[config.mk]
export PLATFORM = sky130hd
export DESIGN_NAME = framebuffer_port_arbiter
export DESIGN_NICKNAME = d
export VERILOG_FILES = /design/src/rtl/framebuffer_port_arbiter.sv
export SDC_FILE = /design/constraint.sdc
export NUM_CORES = 1
export LEC_CHECK = 0
export CAP_MARGIN = 10
export CORE_ASPECT_RATIO = 0.6
export CORE_UTILIZATION = 37
export CTS_CLUSTER_DIAMETER = 200
export DETAILED_ROUTE_END_ITERATION = 7
export MAX_ROUTING_LAYER = met4
export PLACE_DENSITY = 0.81
export SETUP_SLACK_MARGIN = 0.02
export SLEW_MARGIN = 0
export SYNTH_ARGS = -nofsm -noshare
export SYNTH_HDL_FRONTEND = slang
export SYNTH_SLANG_ARGS = --single-unit
[constraint.sdc]
create_clock -name i_Clock -period 2.9 [get_ports i_Clock]
set_input_delay 0.29 -clock i_Clock [delete_from_list [all_inputs] [get_ports i_Clock]]
set_output_delay 0.29 -clock i_Clock [all_outputs]
set_load 0.02 [all_outputs]
[src/rtl/framebuffer_port_arbiter.sv]
// framebuffer_port_arbiter
//   Shares one framebuffer memory port between the video scanout reader
//   (fixed top priority) and two pixel writers. The writers are the
//   instruction-engine fill path (Wr1) and the pixel loader (Wr2).
//   Writers take turns round-robin, in bursts of at most MAX_BURST writes.
//   All memory-side outputs are registered. Read data comes back with a
//   one-cycle valid strobe READ_LATENCY cycles after the memory access.
//
//   Optional feature, controlled by the macro FB_ARB_BOUNDS_CHECK_EN:
//   out-of-range writes are still accepted but suppressed at the memory.
//   Out-of-range reads return 0 with normal timing and do not touch memory.
//
// Ports
//   i_Clock, i_Reset                  clock, async active-high reset
//   i_Rd_Req/i_Rd_Addr                video read request + address
//   o_Rd_Ready                        read accepted this cycle (comb)
//   o_Rd_DV/o_Rd_Data                 read return strobe + pixel
//   i_WrN_Req/i_WrN_Addr/i_WrN_Data   writer N request, address, pixel
//   o_WrN_Ready                       writer N accepted this cycle (comb)
//   o_Mem_*                           registered memory port
//   i_Mem_Read_Data                   memory read data
//   o_Owner                           current burst owner (0 none, 1 Wr1, 2 Wr2)
//
// Burst-owner states
//   state    | meaning
//   OWN_NONE | no writer holds a burst; next write is decided round-robin
//   OWN_WR1  | Wr1 holds a burst and keeps the port while it requests
//   OWN_WR2  | Wr2 holds a burst and keeps the port while it requests

module framebuffer_port_arbiter #(
  parameter int BITS_PER_PIXEL    = 3,
  parameter int FRAMEBUFFER_DEPTH = 640*480,
  parameter int MAX_BURST         = 16,
  parameter int READ_LATENCY      = 1
) (
  input  logic                      i_Clock,
  input  logic                      i_Reset,
  input  logic                      i_Rd_Req,
  input  logic [31:0]               i_Rd_Addr,
  output logic                      o_Rd_Ready,
  output logic                      o_Rd_DV,
  output logic [BITS_PER_PIXEL-1:0] o_Rd_Data,
  input  logic                      i_Wr1_Req,
  input  logic [31:0]               i_Wr1_Addr,
  input  logic [BITS_PER_PIXEL-1:0] i_Wr1_Data,
  output logic                      o_Wr1_Ready,
  input  logic                      i_Wr2_Req,
  input  logic [31:0]               i_Wr2_Addr,
  input  logic [BITS_PER_PIXEL-1:0] i_Wr2_Data,
  output logic                      o_Wr2_Ready,
  output logic                      o_Mem_Enable,
  output logic                      o_Mem_Write_Enable,
  output logic [31:0]               o_Mem_Addr,
  output logic [BITS_PER_PIXEL-1:0] o_Mem_Write_Data,
  input  logic [BITS_PER_PIXEL-1:0] i_Mem_Read_Data,
  output logic [1:0]                o_Owner
);

  if (MAX_BURST < 1 || MAX_BURST > 255 || READ_LATENCY < 1 || READ_LATENCY > 4 ||
      FRAMEBUFFER_DEPTH < 1 || BITS_PER_PIXEL < 1) begin : g_bad_param
    $error("framebuffer_port_arbiter: illegal parameter value");
  end

  localparam logic [7:0] MAX_BURST_W = 8'(MAX_BURST);

  typedef enum logic [1:0] {
    OWN_NONE = 2'd0,
    OWN_WR1  = 2'd1,
    OWN_WR2  = 2'd2
  } owner_e;

  owner_e     owner_q, owner_d;
  owner_e     last_q, last_d;
  owner_e     grant;
  logic [7:0] burst_q, burst_d;
  logic [7:0] burst_next;
  logic       owner_req;
  logic       continuing;

  logic                      mem_en_q, mem_en_d;
  logic                      mem_we_q, mem_we_d;
  logic [31:0]               mem_addr_q, mem_addr_d;
  logic [BITS_PER_PIXEL-1:0] mem_wdata_q, mem_wdata_d;

  // Bit 0 marks the cycle the read sits on the memory port, and bit
  // READ_LATENCY marks the cycle its data returns.
  logic [READ_LATENCY:0] rd_vld_q;
  logic [READ_LATENCY:0] rd_oob_q;
  logic                  rd_issue_d, rd_oob_d;

  logic [31:0]               sel_addr;
  logic [BITS_PER_PIXEL-1:0] sel_data;
  logic                      wr_in_range, rd_in_range;

  assign owner_req = (owner_q == OWN_WR1 && i_Wr1_Req) ||
                     (owner_q == OWN_WR2 && i_Wr2_Req);

  // Arbitration and burst tracking. A pending read wins outright and
  // freezes the writer burst state. The exception is an owner that has
  // dropped its request, whose ownership is released.
  always_comb begin
    owner_d    = owner_q;
    last_d     = last_q;
    burst_d    = burst_q;
    grant      = OWN_NONE;
    continuing = 1'b0;
    o_Rd_Ready = 1'b0;
    if (!i_Reset) begin
      if (i_Rd_Req) begin
        o_Rd_Ready = 1'b1;
        if (!owner_req) begin
          owner_d = OWN_NONE;
          burst_d = 8'd0;
        end
      end else begin
        if (owner_req && burst_q < MAX_BURST_W) begin
          grant      = owner_q;
          continuing = 1'b1;
        end else if (last_q == OWN_WR1) begin
          if (i_Wr2_Req)      grant = OWN_WR2;
          else if (i_Wr1_Req) grant = OWN_WR1;
        end else begin
          if (i_Wr1_Req)      grant = OWN_WR1;
          else if (i_Wr2_Req) grant = OWN_WR2;
        end

        if (grant != OWN_NONE) begin
          if (burst_next == MAX_BURST_W) begin
            owner_d = OWN_NONE;
            last_d  = grant;
            burst_d = 8'd0;
          end else begin
            owner_d = grant;
            burst_d = burst_next;
          end
        end else begin
          owner_d = OWN_NONE;
          burst_d = 8'd0;
        end
      end
    end
  end

  assign burst_next  = continuing ? burst_q + 8'd1 : 8'd1;
  assign o_Wr1_Ready = (grant == OWN_WR1);
  assign o_Wr2_Ready = (grant == OWN_WR2);

  assign sel_addr = (grant == OWN_WR2) ? i_Wr2_Addr : i_Wr1_Addr;
  assign sel_data = (grant == OWN_WR2) ? i_Wr2_Data : i_Wr1_Data;

`ifdef FB_ARB_BOUNDS_CHECK_EN
  localparam logic [31:0] FB_DEPTH_W = 32'(FRAMEBUFFER_DEPTH);
  assign wr_in_range = (sel_addr  < FB_DEPTH_W);
  assign rd_in_range = (i_Rd_Addr < FB_DEPTH_W);
`else
  assign wr_in_range = 1'b1;
  assign rd_in_range = 1'b1;
`endif

  // Memory-port next state. Address and data hold on idle cycles.
  // A suppressed out-of-range access leaves the port idle.
  always_comb begin
    mem_en_d    = 1'b0;
    mem_we_d    = 1'b0;
    mem_addr_d  = mem_addr_q;
    mem_wdata_d = mem_wdata_q;
    rd_issue_d  = 1'b0;
    rd_oob_d    = 1'b0;
    if (o_Rd_Ready) begin
      rd_issue_d = 1'b1;
      if (rd_in_range) begin
        mem_en_d   = 1'b1;
        mem_addr_d = i_Rd_Addr;
      end else begin
        rd_oob_d = 1'b1;
      end
    end else if (grant != OWN_NONE && wr_in_range) begin
      mem_en_d    = 1'b1;
      mem_we_d    = 1'b1;
      mem_addr_d  = sel_addr;
      mem_wdata_d = sel_data;
    end
  end

  always_ff @(posedge i_Clock or posedge i_Reset) begin
    if (i_Reset) begin
      owner_q     <= OWN_NONE;
      last_q      <= OWN_NONE;
      burst_q     <= 8'd0;
      mem_en_q    <= 1'b0;
      mem_we_q    <= 1'b0;
      mem_addr_q  <= 32'd0;
      mem_wdata_q <= '0;
      rd_vld_q    <= '0;
      rd_oob_q    <= '0;
    end else begin
      owner_q     <= owner_d;
      last_q      <= last_d;
      burst_q     <= burst_d;
      mem_en_q    <= mem_en_d;
      mem_we_q    <= mem_we_d;
      mem_addr_q  <= mem_addr_d;
      mem_wdata_q <= mem_wdata_d;
      rd_vld_q    <= {rd_vld_q[READ_LATENCY-1:0], rd_issue_d};
      rd_oob_q    <= {rd_oob_q[READ_LATENCY-1:0], rd_oob_d};
    end
  end

  assign o_Mem_Enable       = mem_en_q;
  assign o_Mem_Write_Enable = mem_we_q;
  assign o_Mem_Addr         = mem_addr_q;
  assign o_Mem_Write_Data   = mem_wdata_q;
  assign o_Owner            = owner_q;

  assign o_Rd_DV   = rd_vld_q[READ_LATENCY];
  assign o_Rd_Data = (rd_vld_q[READ_LATENCY] && !rd_oob_q[READ_LATENCY]) ?
                     i_Mem_Read_Data : '0;

endmodule

; After elaboration in Yosys (flattened, before gate mapping)
; Index checks and enable logic that the tools add are counted.
[word_totals]
output_inout_bits = 46
reg_bits = 51
word_cells = 63
[op_classes]
n_mux = 33
n_lt_le_gt_ge = 1
n_eq_ne = 7
bitwise_logic = 3
n_reduce_logical = 10
n_addsub = 1
[ops]
columns = cell, n
row1 = $mux 32, 3
row2 = $mux 8, 5
row3 = $mux 2, 13
row4 = $mux 1, 10
row5 = $add 8x1->8 const B, 1
row6 = $eq 8x5->1 const B, 1
row7 = $lt 8x5->1 const B, 1
row8 = $eq 2x1->1 const B, 3
row9 = $mux 3, 2
row10 = $reduce_bool 2->1, 3
row11 = $eq 2x2->1 const B, 2
row12 = $reduce_and 2->1, 2
row13 = $reduce_and 4->1, 1
row14 = $logic_and 1x1->1, 3
row15 = $not 1->1, 3
row16 = $ne 2x2->1 const B, 1
row17 = $logic_or 1x1->1, 1

; Longest topological paths before layout
[depth]
depth_word = 13
ltp_mapped = 7
depth_no_buf = 6

; Worst setup path after synthesis
; No wires, ideal clock.
[synth_timing]
path_type = input port to flip-flop
start = input i_Reset
end = register mem_addr_q[10], in the netlist o_Mem_Addr[10]
slack_ps = 381
required_ps = 2806
stages = 6
arrival_time_ps = 2425
cell_sequence = inv_1 -> nand2_1 -> o211ai_2 -> buf_2 -> nor2_1 -> a211oi_1
[synth_between]
elab_chain_cells = 5
word_cells_on_any_way = 8
classes_between = 1 x eq/ne / 5 x mux / 2 x reduce/logical
[synth_rtl]
columns = item, line_no
row1 = start: declaration, 37  ; input logic i_Reset,
row2 = $mux 2, 108  ; if (!i_Reset) begin
row3 = $eq 2x2->1, 148  ; assign sel_addr = (grant == OWN_WR2) ? i_Wr2_Addr : i_Wr1_Addr;
row4 = $mux 32, 148
row5 = $mux 32, 177  ; end else if (grant != OWN_NONE && wr_in_range) begin
row6 = $mux 32, 169  ; if (o_Rd_Ready) begin
row7 = end signal: assignment, 202  ; mem_addr_q <= mem_addr_d;
row8 = end: declaration, 82  ; logic [31:0] mem_addr_q, mem_addr_d;
; Several ways; a longest one is shown, not always the timed one. The select of a mux whose other input is x is not followed.
; A chain may end at the register's enable or synchronous reset.

; Final worst setup path
[layout_timing]
start = input i_Rd_Req
end = output o_Wr1_Ready
[layout_between]
elab_chain_cells = 3
[layout_rtl]
columns = item, line_no
row1 = start: declaration, 38  ; input logic i_Rd_Req,
row2 = $mux 2, 109  ; if (i_Rd_Req) begin
row3 = $mux 2, 108
row4 = $eq 2x1->1, 145  ; assign o_Wr1_Ready = (grant == OWN_WR1);
row5 = end: declaration, 46  ; output logic o_Wr1_Ready,
; Every way passes these cells.

==> results.txt <==
The total power divided by cell area came out at 489 nW/um2. Each instance of the synthesized netlist takes up on average 9.26 um2. The detail route stage leaves a number of antenna-violating nets equal to 0. The area of the core was 6300 um2; the number of setup buffers added after CTS was 0.

In this run, CTS created clock tree buffers numbering 5. Counting every sink on the clock net gives 51. The net count after synthesis is 380. Share of the cycle needed by the critical path after routing: 88.9%.

Overall track demand over capacity in global routing: 23.3%. The critical path in this run is classified as in2out. The post-detailed-route via-to-cell ratio works out to 5.21. The fill cell total of the finished layout was 520; the total power of the final layout was 2.06 mW. Max-cap violations in this run came to 0.

TritonCTS built the clock tree. The flow ran to the end, and the final reports show no timing, DRC or antenna violations. During I/O placement, the number of pins put on the boundary was 156. Counting distinct cell types in the post-synthesis netlist gives 30. The pre-antenna-repair detailed-routing pass consisted of 6 iterations. Gates resized during post-CTS repair numbered 0. The die is 65.6 um tall. The library cell used as clock root buffer is clkbuf_8. The mapped netlist covers 2490 um2. Adding up every negative setup slack in the final design gives 0 ps. For the number of antenna repair diodes, the log shows 0. The tools report the count of final max-slew check failures as 0. The run gives 0.226 mV as the maximum resistive drop on vdd. For the final number of hold-violating endpoints, the log shows 0. The run gives 0 as the number of hold buffers added after cts.

The number of instances in the synthesized netlist is 269. The first global-routing pass estimated 12200 um of wire. Clock skew on the completed layout was measured at 2.94 ps. The DRC violations left was 0; the maximum root-to-sink buffer count was 2.

For this run, the post-layout net count is 530. Detailed placement ended at an HPWL of 5810 um. Synthesis inferred 51 register bits. The die covers 7080 um2. Once placement finished, the instance area stood at 4130 um2. The row count was 22.

Summed over all layers, the global routing overflow is 0. The run gives 290 ps as the clock network latency to the later pin of the worst-skew pair. The run gives 4210 um2 as the cell area after layout. Number of global-route vias before repair: 2490. The number of antenna violations at the first check in global routing is 0. The congestion estimate from routability-driven global placement came to 0.827. From left edge to right edge, the die measures 108 um. The H-tree generated during clock tree synthesis spans 2 levels. For this run, the number of Yosys warnings is 0. The tools report the utilization after layout as 66.8%. The library cells used most frequently in the layout, excluding fill and tap cells, are 155 x clkdlybuf4s50_1, 71 x nor2_1, 51 x dfrtp_1. Setup repair after global routing left no endpoint under its margin. In the final routed layout, each cell accounts on average for 15.6 um. The endpoint kind of the worst setup timing path was an output port. The tools report the leakage power as 1.71 nW. The maximum fanout along the worst path was 5. The worst-case headroom to the max-slew limit is 58.6%, and the total setup violations reported at the end of the flow is 0. During placement, the flow inserted port buffers numbering 155. The required time of the worst setup path was 2610 ps; the final routed wirelength across all metal layers was 7850 um. In the final layout, the share of cells above drive strength 1 is 5.00%. Entering global routing, the biggest net connects 75 pins.

Summing over every cut layer, the via total after detailed routing is 2624. The starting utilization of the core area was 39.5%; the shortest period the worst path allows was 2580 ps. The post-synthesis sequential area ratio is 51.2%, and the clock input transition at the sequential cells of the worst setup and hold paths is 90 ps. Derived from the worst setup path, the maximum achievable clock frequency is 388 MHz.

Data on the critical path arrives at its endpoint at 2290 ps. For the initial detailed-routing violation count, the log shows 111. The most common library cell in the layout ignoring fill and taps is clkdlybuf4s50_1.

The worst hold path belongs to the class reg2reg. STA classifies the critical path startpoint as an input pin. Compared with the post-synthesis result, the final layout area differs by 69.1%. For the pin with the worst max-slew slack, the measured transition is 622 ps.
==> sequential cells by signal, summed over array words and instances, names as in the netlist <==
register and cells:
o_Owner 2, o_Mem_Enable 1, o_Mem_Write_Data 3, burst_q 8, o_Mem_Addr 32, o_Mem_Write_Enable 1
last_q 2, rd_vld_q 2
==> worst max-delay path: stages <==
cell             delay, ps
clkdlybuf4s50_1        440
nor2_1                 400
o211ai_1               220
o21a_1                 240
inv_2                  100
clkdlybuf4s50_1        600
==> through the flow <==
step	setup WS [ps]	instances	hold slack [ps]
floorplan	381	269	331
global placement	413	496	332
detailed placement	352	496	346
finish	321	504	361
global route	249	504	373
CTS	347	504	368
==> area by class of cell <==
cell class | instances | area [um2] | area share (%)
inverters | 5 | 18.8 | 0.446
well taps | 84 | 105 | 2.49
flip-flops and latches | 51 | 1280 | 30.3
clock buffers | 6 | 72.6 | 1.72
multi-input cells | 195 | 1120 | 26.6
repair buffers | 161 | 1610 | 38.2
clock inverters | 2 | 12.5 | 0.297
==> kinds of logic (layout without fill, tap and decap cells) <==
| kind of cell | count (synthesis) | count (layout) | share of synthesized area [%] |
|---|---|---|---|
| AND/OR/NAND/NOR | 104 | 104 | 18.5 |
| AO/OA/AOI/OAI | 89 | 89 | 25.2 |
| flip-flops | 51 | 51 | 51.2 |
| buffers and inverters | 23 | 174 | 4.22 |
| adder cells (fa/ha/maj) | 1 | 1 | 0.502 |
| XOR/XNOR | 1 | 1 | 0.352 |
==> power breakdown <==
group          switching [mW]  internal (mW)  total, mW  leakage (nW)
registers              0.0648          0.821      0.886         0.608
logic                   0.361          0.416      0.777          1.06
clock network           0.228          0.169      0.397        0.0412
total                   0.654           1.41       2.06          1.71
==> per-layer routing <==
layer,GRT usage [%],vias to the layer above,wire length (um)
met5,-,-,0
met1,29.1,1239,3460
li1,-,1274,-
met3,5.46,4,691
met2,39.1,107,3640
met4,4.28,0,53
==> path summary, 6_finish.rpt <==
check	from	to	slack, ps	cells after the start
worst min register to register	rd_vld_q[0]	rd_vld_q[1]	360	0
max in group asynchronous	i_Reset	last_q[1]	1950	3
worst max register to register	burst_q[4]	o_Mem_Addr[31]	670	6
worst min-delay path	rd_vld_q[0]	rd_vld_q[1]	360	0
worst max-delay path	i_Rd_Req	o_Wr1_Ready	320	6
min in group asynchronous	i_Reset	o_Mem_Addr[7]	540	3
==> cells in the mapped netlist <==
cell	instances	share of area, %
nand2b_1	2	0.50
o21a_1	2	0.60
or3b_4	1	0.45
o211ai_2	3	1.5
o32a_1	1	0.40
nor4_4	1	0.85
o21ai_0	4	0.80
a31oi_1	3	0.75
clkbuf_1	5	0.75
inv_2	1	0.15
o21ai_1	2	0.40
and3b_1	2	0.70
o31ai_1	2	0.60
or2_4	1	0.35
o211ai_1	1	0.30
o22ai_1	32	8.0
ha_1	1	0.50
nand3_1	2	0.40
a21oi_1	2	0.40
a22o_1	5	1.8
a211oi_1	32	9.6
buf_2	12	2.4
buf_4	1	0.30
nand4_1	1	0.25
xor2_1	1	0.35
nand2_1	15	2.3
dfrtp_1	51	51
inv_1	4	0.60
and2_1	8	2.0
nor2_1	71	11
No activity file was read; power rests on OpenSTA's default activity.
==> RTL edit, RTL diff (same flow settings) <==
Make the reset (`i_Reset`) synchronous in one clocked block. Comments in the files are not updated.
--- a/src/rtl/framebuffer_port_arbiter.sv
+++ b/src/rtl/framebuffer_port_arbiter.sv
@@ -183,5 +183,5 @@
   end
 
-  always_ff @(posedge i_Clock or posedge i_Reset) begin
+  always_ff @(posedge i_Clock) begin
     if (i_Reset) begin
       owner_q     <= OWN_NONE;
Check against the original RTL: differs if i_Reset is asserted again (counterexample within 4 cycles, from zero or initial values and one cycle with i_Reset high); with i_Reset held inactive, the same outputs for 10 cycles.
==> RTL edit against the original RTL <==
  * Sequential cell count did not move
  * Cell area rose by 9.9%
  * Wire length rose by 16%
  * Worst hold slack improved by 0.076 ns
  * Area after synthesis rose by 14%
  * Worst setup slack got worse by 0.048 ns
  * Power fell by 8.8%
  * Largest cell class unchanged
  * Highest routed layer unchanged
==> RTL edit: results (changes against the original RTL) <==
metric	value	unit	change
status	finished, final reports clean		
R2R cell count	7		+1
main area contributors after synthesis	dfxtp_1 36%, a21oi_1 9.0%, a2111oi_4 8.7%, a2111oi_2 5.3%, nor2_1 4.8%		
Yosys cell types	46		+53%
nets@finish	594		+12%
largest net degree at the start of global routing	53		-29%
clock root buffer	clkbuf_16		
hold_sp	rd_vld_q[0]		
filler cell count	641		+23%
fraction of layout cells with a size suffix above 1	9.92	%	+4.9 points
GP Congestion	0.940		+14%
IR drop worst, VDD	0.000297	V	+32%
vias post-DR	3092		+18%
Tot GR Track Use	23.5	%	+0.24 points
Mean Syn Cell Area	8.42	um2	-9.1%
DR WL/cell	15.5	um	-0.25%
First DRT Iteration DRCs	178		+60%
Reg clk slew, reported paths	0.07	ns	-0.02 ns
Arr. time, crit path	2.34	ns	+0.05 ns
Hold EP	rd_vld_q[1]		
Syn Nets	448		+18%
worst slew pin tran	0.623	ns	+0.00105 ns
Placed Area	4480	um2	+8.5%
# placed instances	580		+17%
register area share after synthesis	36.0	%	-15 points
post-detail-place hpwl	6630	um	+14%
## RTL edit: worst max-delay path, cell delays in order (launching register included)
cell and delay (ns):
dfxtp_1 0.35, nor4_2 0.43, o21ai_1 0.17, buf_4 0.18, a31o_2 0.24, nand2_1 0.08
inv_1 0.05, clkdlybuf4s50_1 0.54
## RTL edit: worst max path at each step
stage               start             end  slack [ns]  cells past startpoint
2_1_floorplan  o_Owner[1]  o_Mem_Addr[12]        0.91                      8
3_3_place_gp    i_Wr2_Req     o_Wr1_Ready        0.38                      8
3_5_place_dp    i_Wr2_Req     o_Wr1_Ready        0.32                      8
4_1_cts        burst_q[4]     o_Wr1_Ready        0.14                      7
5_1_grt        burst_q[4]     o_Wr1_Ready        0.14                      7
6_report       burst_q[4]     o_Wr1_Ready        0.27                      7
## RTL edit: power by group
part	switching [mW]	leakage [nW]	internal (mW)
clock	0.268	0.0658	0.319
sequential	0.0395	0.421	0.746
combinational	0.222	1.25	0.285
total	0.529	1.74	1.35
## RTL edit: logic make-up after synthesis
family | after synthesis | synth area share, %
AND/OR/NAND/NOR | 121 | 21.4
XOR/XNOR | 3 | 0.927
adder cells (fa/ha/maj) | 1 | 0.441
buffers and inverters | 56 | 9.00
AO/OA/AOI/OAI | 104 | 31.9
multiplexers | 1 | 0.353
flip-flops | 51 | 36.0
## RTL edit: layout make-up
| cell class | count | area share, % |
|---|---|---|
| Multi-Input combinational cell | 230 | 34.0 |
| Timing Repair Buffer | 166 | 35.6 |
| Tap cell | 104 | 2.81 |
| Inverter | 29 | 2.41 |
| Sequential cell | 51 | 22.1 |
| Clock inverter | 3 | 0.433 |
| Clock buffer | 5 | 2.70 |
## RTL edit: timing repair
item                       in CTS  in global routing
setup endpoints to repair       0                  2
buffers inserted                0                  0
resized for setup               0                  1
## RTL edit: metrics by stage
step           hold WS, ns  setup WS (ns)
2_1_floorplan        0.412          0.912
3_3_place_gp         0.427          0.385
3_5_place_dp         0.426          0.322
4_1_cts              0.442          0.136
5_1_grt              0.457          0.137
6_report             0.437          0.273
## RTL edit: routing by layer
metal  GRT usage [%]  wire length, um  part of all wire (%)
met2            36.5             4160                    46
met4            4.04               47                  0.51
met5               -                0                     0
met3            6.64              783                   8.6
met1            30.8             4140                    45
